[src/rtl/ad_pnmon_pkg.sv]
// Shared constants and types for the multi-lane PN monitor: polynomial degrees/taps,
// sequence-select encodings and the lock state enum.
package ad_pnmon_pkg;

  localparam int PN9_DEG    = 9;
  localparam int PN9_TAP    = 5;
  localparam int PN23_DEG   = 23;
  localparam int PN23_TAP   = 18;
  localparam int PN_MAX_DEG = 23;

  localparam int POLY_PN9  = 0;
  localparam int POLY_PN23 = 1;

  localparam logic [3:0] PNSEL_PN9  = 4'd0;
  localparam logic [3:0] PNSEL_PN23 = 4'd1;

  typedef enum logic {
    ST_OOS  = 1'b0,
    ST_SYNC = 1'b1
  } pn_state_e;

  function automatic int pn_deg(input int poly_sel);
    return (poly_sel == POLY_PN23) ? PN23_DEG : PN9_DEG;
  endfunction

  function automatic int pn_tap(input int poly_sel);
    return (poly_sel == POLY_PN23) ? PN23_TAP : PN9_TAP;
  endfunction

  function automatic logic pnsel_supported(input logic [3:0] sel);
    return (sel == PNSEL_PN9) || (sel == PNSEL_PN23);
  endfunction

endpackage

[src/rtl/ad_pnmon_mlane_pngen.sv]
// Combinational LFSR advance: from the last DEG sequence bits (state_in[0] = most recent)
// produce the next W sequence bits, seq_out[0] being the earliest of them.
module ad_pngen_adv
  import ad_pnmon_pkg::*;
#(
  parameter int POLY_SEL = 0,
  parameter int W        = 48
) (
  input  logic [pn_deg(POLY_SEL)-1:0] state_in,
  output logic [W-1:0]                seq_out
);

  localparam int DEG = pn_deg(POLY_SEL);
  localparam int TAP = pn_tap(POLY_SEL);

  // s[n] = s[n-DEG] ^ s[n-TAP], non-inverted
  always_comb begin
    logic [DEG-1:0] st;
    logic           fb;
    st      = state_in;
    seq_out = '0;
    for (int k = 0; k < W; k++) begin
      fb         = st[DEG-1] ^ st[TAP-1];
      seq_out[k] = fb;
      st         = {st[DEG-2:0], fb};
    end
  end

endmodule

[src/rtl/ad_pnmon_mlane.sv]
// Multi-lane PN9/PN23 monitor: self-seeds from received beats, locks/unlocks with a
// run-length hysteresis FSM, and keeps a saturating error counter.
module ad_pnmon_mlane
  import ad_pnmon_pkg::*;
#(
  parameter int DATA_WIDTH    = 12,
  parameter int SAMPLES       = 4,
  parameter int OOS_THRESHOLD = 16,
  parameter int CNT_WIDTH     = 32
) (
  input  logic                          adc_clk,
  input  logic                          adc_rstn,
  input  logic                          adc_valid,
  input  logic [SAMPLES*DATA_WIDTH-1:0] adc_data,
  input  logic [3:0]                    adc_pnseq_sel,
  input  logic                          adc_pn_clr,
  output logic                          adc_pn_err,
  output logic                          adc_pn_oos,
  output logic [CNT_WIDTH-1:0]          adc_pn_err_cnt
);

  localparam int W     = DATA_WIDTH * SAMPLES;
  localparam int RUN_W = $clog2(OOS_THRESHOLD + 1);

  localparam logic [RUN_W-1:0]     RUN_LAST = RUN_W'(OOS_THRESHOLD - 1);
  localparam logic [RUN_W-1:0]     RUN_ONE  = RUN_W'(1);
  localparam logic [CNT_WIDTH-1:0] CNT_ONE  = CNT_WIDTH'(1);

  if (W < PN_MAX_DEG) begin : g_width_check
    $error("ad_pnmon_mlane: DATA_WIDTH*SAMPLES must be at least 23");
  end

  // Word <-> sequence order: sample 0 first, MSB first within a sample. The map is its own inverse.
  function automatic logic [W-1:0] bit_reorder(input logic [W-1:0] v);
    logic [W-1:0] r;
    for (int k = 0; k < W; k++) begin
      r[k] = v[(k / DATA_WIDTH) * DATA_WIDTH + DATA_WIDTH - 1 - (k % DATA_WIDTH)];
    end
    return r;
  endfunction

  function automatic logic [PN_MAX_DEG-1:0] seq_tail(input logic [W-1:0] seq);
    logic [PN_MAX_DEG-1:0] st;
    for (int i = 0; i < PN_MAX_DEG; i++) begin
      st[i] = seq[W - 1 - i];
    end
    return st;
  endfunction

  logic                  s1_valid_q, s1_valid_d;
  logic [W-1:0]          s1_data_q, s1_data_d;
  logic [3:0]            sel_q, sel_d;
  logic [W-1:0]          exp_q, exp_d;
  pn_state_e             fsm_q, fsm_d;
  logic [RUN_W-1:0]      run_q, run_d;
  logic                  err_s2_q, err_s2_d;
  logic                  err_q, err_d;
  logic                  oos_q, oos_d;
  logic [CNT_WIDTH-1:0]  cnt_q, cnt_d;

  logic [PN_MAX_DEG-1:0] rx_state, exp_state;
  logic [W-1:0]          seed_seq_pn9, seed_seq_pn23, free_seq_pn9, free_seq_pn23;
  logic [W-1:0]          seed_word, free_word;
  logic                  match, sel_force, poly_pn23;

  assign rx_state  = seq_tail(bit_reorder(s1_data_q));
  assign exp_state = seq_tail(bit_reorder(exp_q));

  ad_pngen_adv #(.POLY_SEL(POLY_PN9), .W(W)) u_seed_pn9 (
    .state_in (rx_state[PN9_DEG-1:0]),
    .seq_out  (seed_seq_pn9)
  );
  ad_pngen_adv #(.POLY_SEL(POLY_PN23), .W(W)) u_seed_pn23 (
    .state_in (rx_state),
    .seq_out  (seed_seq_pn23)
  );
  ad_pngen_adv #(.POLY_SEL(POLY_PN9), .W(W)) u_free_pn9 (
    .state_in (exp_state[PN9_DEG-1:0]),
    .seq_out  (free_seq_pn9)
  );
  ad_pngen_adv #(.POLY_SEL(POLY_PN23), .W(W)) u_free_pn23 (
    .state_in (exp_state),
    .seq_out  (free_seq_pn23)
  );

  assign poly_pn23 = (sel_q == PNSEL_PN23);
  assign seed_word = bit_reorder(poly_pn23 ? seed_seq_pn23 : seed_seq_pn9);
  assign free_word = bit_reorder(poly_pn23 ? free_seq_pn23 : free_seq_pn9);
  assign match     = (s1_data_q == exp_q);
  // A freshly changed or unsupported selection discards the lock and the expected word.
  assign sel_force = (adc_pnseq_sel != sel_q) || !pnsel_supported(sel_q);

  always_comb begin
    s1_valid_d = adc_valid;
    s1_data_d  = adc_valid ? adc_data : s1_data_q;
    sel_d      = adc_pnseq_sel;
  end

  always_comb begin
    fsm_d    = fsm_q;
    run_d    = run_q;
    exp_d    = exp_q;
    err_s2_d = 1'b0;
    if (sel_force) begin
      fsm_d = ST_OOS;
      run_d = '0;
      exp_d = '0;
    end else if (s1_valid_q) begin
      case (fsm_q)
        ST_OOS: begin
          exp_d = seed_word;
          if (!match) begin
            run_d = '0;
          end else if (run_q == RUN_LAST) begin
            fsm_d = ST_SYNC;
            run_d = '0;
          end else begin
            run_d = run_q + RUN_ONE;
          end
        end
        default: begin
          exp_d    = free_word;
          err_s2_d = !match;
          if (match) begin
            run_d = '0;
          end else if (run_q == RUN_LAST) begin
            fsm_d = ST_OOS;
            run_d = '0;
          end else begin
            run_d = run_q + RUN_ONE;
          end
        end
      endcase
    end
  end

  always_comb begin
    err_d = err_s2_q;
    oos_d = (fsm_q == ST_OOS);
    cnt_d = cnt_q;
    if (adc_pn_clr) begin
      cnt_d = '0;
    end else if (err_q && !(&cnt_q)) begin
      cnt_d = cnt_q + CNT_ONE;
    end
  end

  always_ff @(posedge adc_clk or negedge adc_rstn) begin
    if (!adc_rstn) begin
      s1_valid_q <= 1'b0;
      s1_data_q  <= '0;
      sel_q      <= PNSEL_PN9;
      exp_q      <= '0;
      fsm_q      <= ST_OOS;
      run_q      <= '0;
      err_s2_q   <= 1'b0;
      err_q      <= 1'b0;
      oos_q      <= 1'b1;
      cnt_q      <= '0;
    end else begin
      s1_valid_q <= s1_valid_d;
      s1_data_q  <= s1_data_d;
      sel_q      <= sel_d;
      exp_q      <= exp_d;
      fsm_q      <= fsm_d;
      run_q      <= run_d;
      err_s2_q   <= err_s2_d;
      err_q      <= err_d;
      oos_q      <= oos_d;
      cnt_q      <= cnt_d;
    end
  end

  assign adc_pn_err     = err_q;
  assign adc_pn_oos     = oos_q;
  assign adc_pn_err_cnt = cnt_q;

endmodule

[config.mk]
export PLATFORM = sky130hd
export DESIGN_NAME = ad_pnmon_mlane
export DESIGN_NICKNAME = d
export VERILOG_FILES = /design/src/rtl/ad_pnmon_pkg.sv /design/src/rtl/ad_pnmon_mlane_pngen.sv /design/src/rtl/ad_pnmon_mlane.sv
export SDC_FILE = /design/constraint.sdc
export NUM_CORES = 1
export LEC_CHECK = 0
export BUFFER_PORTS_ARGS = -buffer_cell sky130_fd_sc_hd__buf_2
export CAP_MARGIN = 40
export CELL_PAD_IN_SITES_DETAIL_PLACEMENT = 0
export CELL_PAD_IN_SITES_GLOBAL_PLACEMENT = 2
export CORE_MARGIN = 2
export CORE_UTILIZATION = 43
export CTS_BUF_LIST = sky130_fd_sc_hd__clkbuf_4
export DETAILED_ROUTE_END_ITERATION = 6
export PLACE_DENSITY_LB_ADDON = 0.1
export SLEW_MARGIN = 20
export SYNTH_ARGS = -nofsm -noshare
export SYNTH_HDL_FRONTEND = slang
export SYNTH_HIERARCHICAL = 1
export SYNTH_SLANG_ARGS = --single-unit
[constraint.sdc]
create_clock -name adc_clk -period 3 [get_ports adc_clk]
set_clock_uncertainty 0.15 [all_clocks]
set_input_delay 0.6 -clock adc_clk [delete_from_list [all_inputs] [get_ports adc_clk]]
set_output_delay 0.6 -clock adc_clk [all_outputs]
set_load 0.005 [all_outputs]
==> flow_summary.toml <==
[logic_synthesis]
synth_sequential_area_ratio = 0.344
syn-cell-area_sq_um = 10300
count_of_distinct_cell_types_in_the_synthesized_netlist = 47
yosys_most_used_dff = "dfrtp_1"
ys.warnings.count = 6
post_synth_inst_count = 855
synth_top_area_cell = "dfrtp_1"
syn_nets = 913
ys_top_cells_by_area = "dfrtp_1 (34%), xor2_1 (12%), mux4_2 (10%)"
post-synth-top-area-fraction = 0.341
synthesis.area_per_instance_sq_um = 12.1
synth_enable_flop_cells = 0
synthArstFlopShare = 1.00
ys_seq_elements = 142

[timing]
relSlewSlack = 0.519
layout_min_cycle_time_ns = 2.79
final_number_of_max_transition_violations = 0
finalHoldViolCount = 0
grt_setup_unrepaired = "false"
finalCritPeriodShare = 0.930
max_slew.worst_pin.slew_ns = 0.721
final.setup.tns_ns = 0
setup_viol = 0
top_achievable_clock_speed_mhz = 358
hold_ws_ns = 0.0975

[setup_path]
r2r-end = "exp_q[36]"
worstRegToRegCells = 6
critPathLaunch = "exp_q[44]"
worstSetupEndpointType = "flop"
crit_required_ns = 3.29
cp_top_family = "XOR/XNOR gates"
worstPathBufferInverterCount = 1
crit-reg2reg-launch = "exp_q[44]"
critical_path.slowest_cell = "dfrtp_1"
critical_path.max_stage_delay_ns = 0.63
worstPathMaxFanout = 9
worst-endpoint-arrival_ns = 3.08
timing.setup.critical_path_class = "flop to flop"
setup.worst_path.end = "exp_q[36]"
reg2reg_setup_slack_ns = 0.21
start_kind = "flop"
path_depth = 6
timing.critical_path.cells = "buf_4 > xnor2_1 > xor3_1 > mux4_2 > mux2i_1 > nor2_1"

[layout]
syn_to_final_growth_pct = 12.5
layout.cell_area.non_filler_sq_um = 11600
nets = 1019
layout.cells.non_filler = 1295
share_of_final_layout_standard_cells_stronger_than_drive_strength_1 = 0.304
layout.filler_cells = 2172

[detailed_routing]
antenna_violating_nets_post_route = 0
post_drt_via_cell_ratio = 5.50
pre_repair_dr_iteration_count = 5
first_iter_violations = 556
wl_per_cell_um = 22.7
drc = 0
detailroute.via_count = 7123
total_routed_wirelength_mm = 29.4

[global_route]
globalRouteOverflowTotal = 0
largest_net_degree_at_the_start_of_global_routing = 66
grt_pass1_wl_mm = 45.9
globalRouteTotalUtil = 0.238
via_count_of_the_first_global_routing_pass = 7205
antenna_violations_before_repair = 1

[placed_design]
placement.cell_area_sq_um = 11300
io_buffer_count = 89
hpwl_mm = 21.7
place_inst = 1256
gpl.final_weighted_congestion = 0.891

[clock_tree]
cts_inserted_buffers = 17
htree_levels = 4
clk_root_buffer_cell = "clkbuf_4"
ctsLongestPathBuffers = 2
cts_tree = "yes"
cts-resized-gates = 0
cts.reportedPaths.clkPinSlew_ns = 0.16
clk-insertion-delay-late_ns = 0.57
clock_sinks = 142
post_cts.repair.setup_buffers = 0

[worst_hold_path]
hold_path_class = "primary input to flop"
min_delay_path_depth = 2
hold_start = "adc_data[27]"

[die]
floorplan.die_area_sq_um = 25300
die_height_um = 159
io-pin-count = 90
floorplan.initialDensity = 0.439
rows = 56
coreArea_sq_um = 23500
die_width_um = 159

[run_status]
status = "completed"

[flow_run]
cap_violations = 0

[pwr]
max-vdd-ir-drop_mv = 0.296
power_leakage_nw = 5.60
pwr_density_cell_nw_per_um2 = 430
total_power_mw = 5.00
[report_power, final]
part           total, mW  internal, mW  switching [mW]  leakage [nW]
registers           2.11          1.98           0.130          1.86
logic               1.64         0.921           0.724          3.59
clock network       1.24         0.372           0.871         0.148
total               5.00          3.28            1.73          5.60
[what timing repair did]
action	CTS	global route
endpoints found under the hold margin	65	0
endpoints found under the setup margin	0	0
hold buffers	5	0
[state kept, by name, summed over array words and instances, names as in the netlist, 4 cells and up]
signal and count:
run_q 5, sel_q 4, adc_pn_err_cnt 32, s1_data_q 48
exp_q 48
[logic make-up (layout without fill, tap and decap cells)]
family | Yosys count | in the layout | share of synthesized area
other | 0 | 2 | 0
XOR/XNOR | 282 | 282 | 0.313
flip-flops | 142 | 142 | 0.344
buffers and inverters | 82 | 201 | 0.0378
adder cells (fa/ha/maj) | 2 | 2 | 0.00242
AND/OR/NAND/NOR | 179 | 179 | 0.0851
multiplexers | 147 | 147 | 0.206
AO/OA/AOI/OAI | 21 | 21 | 0.0120
[per-stage QoR]
step / util / setup WS, ns
after CTS: 0.494 / 0.243
after floorplan: - / 0.588
final: 0.494 / 0.210
after detailed placement: 0.480 / 0.256
after global routing: 0.494 / 0.132
after global placement: 0.480 / 0.297
[cells in the mapped netlist, types with 6 or more instances]
| cell type | instances |
|---|---|
| xor2_1 | 143 |
| dfrtp_1 | 141 |
| xnor2_1 | 87 |
| nor2_1 | 84 |
| mux2i_1 | 51 |
| mux2_2 | 48 |
| mux4_2 | 48 |
| inv_1 | 26 |
| clkbuf_1 | 24 |
| xnor3_1 | 24 |
| nand3_1 | 18 |
| nor4_1 | 16 |
| nand2_1 | 14 |
| nand4_1 | 13 |
| buf_2 | 12 |
| nor3_1 | 10 |
| xor3_1 | 10 |
| o21ai_0 | 8 |
| a21oi_1 | 7 |
| buf_4 | 6 |
| buf_6 | 6 |
[layer usage]
metal | up-vias | global-route usage | part of all wire
met5 | - | 0 | 0
met4 | 0 | 0.0488 | 0.014
met3 | 30 | 0.0427 | 0.062
met2 | 255 | 0.348 | 0.44
met1 | 3673 | 0.371 | 0.49
li1 | 3165 | - | -
[final cells by class]
class,instances,area (sq um),share of cell area
multi-input cells,631,6400,0.550
flip-flops and latches,142,3560,0.306
repair buffers,139,877,0.0755
well taps,319,399,0.0343
clock inverters,15,144,0.0124
clock buffers,17,128,0.0110
inverters,30,113,0.00969
diodes,2,5.00,0.000431
[how the worst min path moves through the flow]
stage          slack (ns)       endpoint
2_1_floorplan        0.15     adc_pn_err
3_3_place_gp         0.19     adc_pn_err
3_5_place_dp         0.21     adc_pn_err
4_1_cts              0.06  s1_data_q[27]
5_1_grt              0.05   s1_data_q[6]
6_report              0.1  s1_data_q[27]
[cells in the final DEF (no fill, tap or decap), drive strengths merged, types with 9 or more instances in the layout]
| cell | n |
|---|---|
| xor2 | 147 |
| dfrtp | 141 |
| buf | 134 |
| xnor2 | 95 |
| nor2 | 84 |
| mux2i | 51 |
| mux2 | 48 |
| mux4 | 48 |
| inv | 39 |
| xnor3 | 30 |
| nand3 | 18 |
| clkbuf | 17 |
| nor4 | 16 |
| nand4 | 14 |
| nand2 | 14 |
| nor3 | 12 |
| xor3 | 10 |
| o21ai | 9 |
Note: power is estimated with default switching activity, not from simulation.
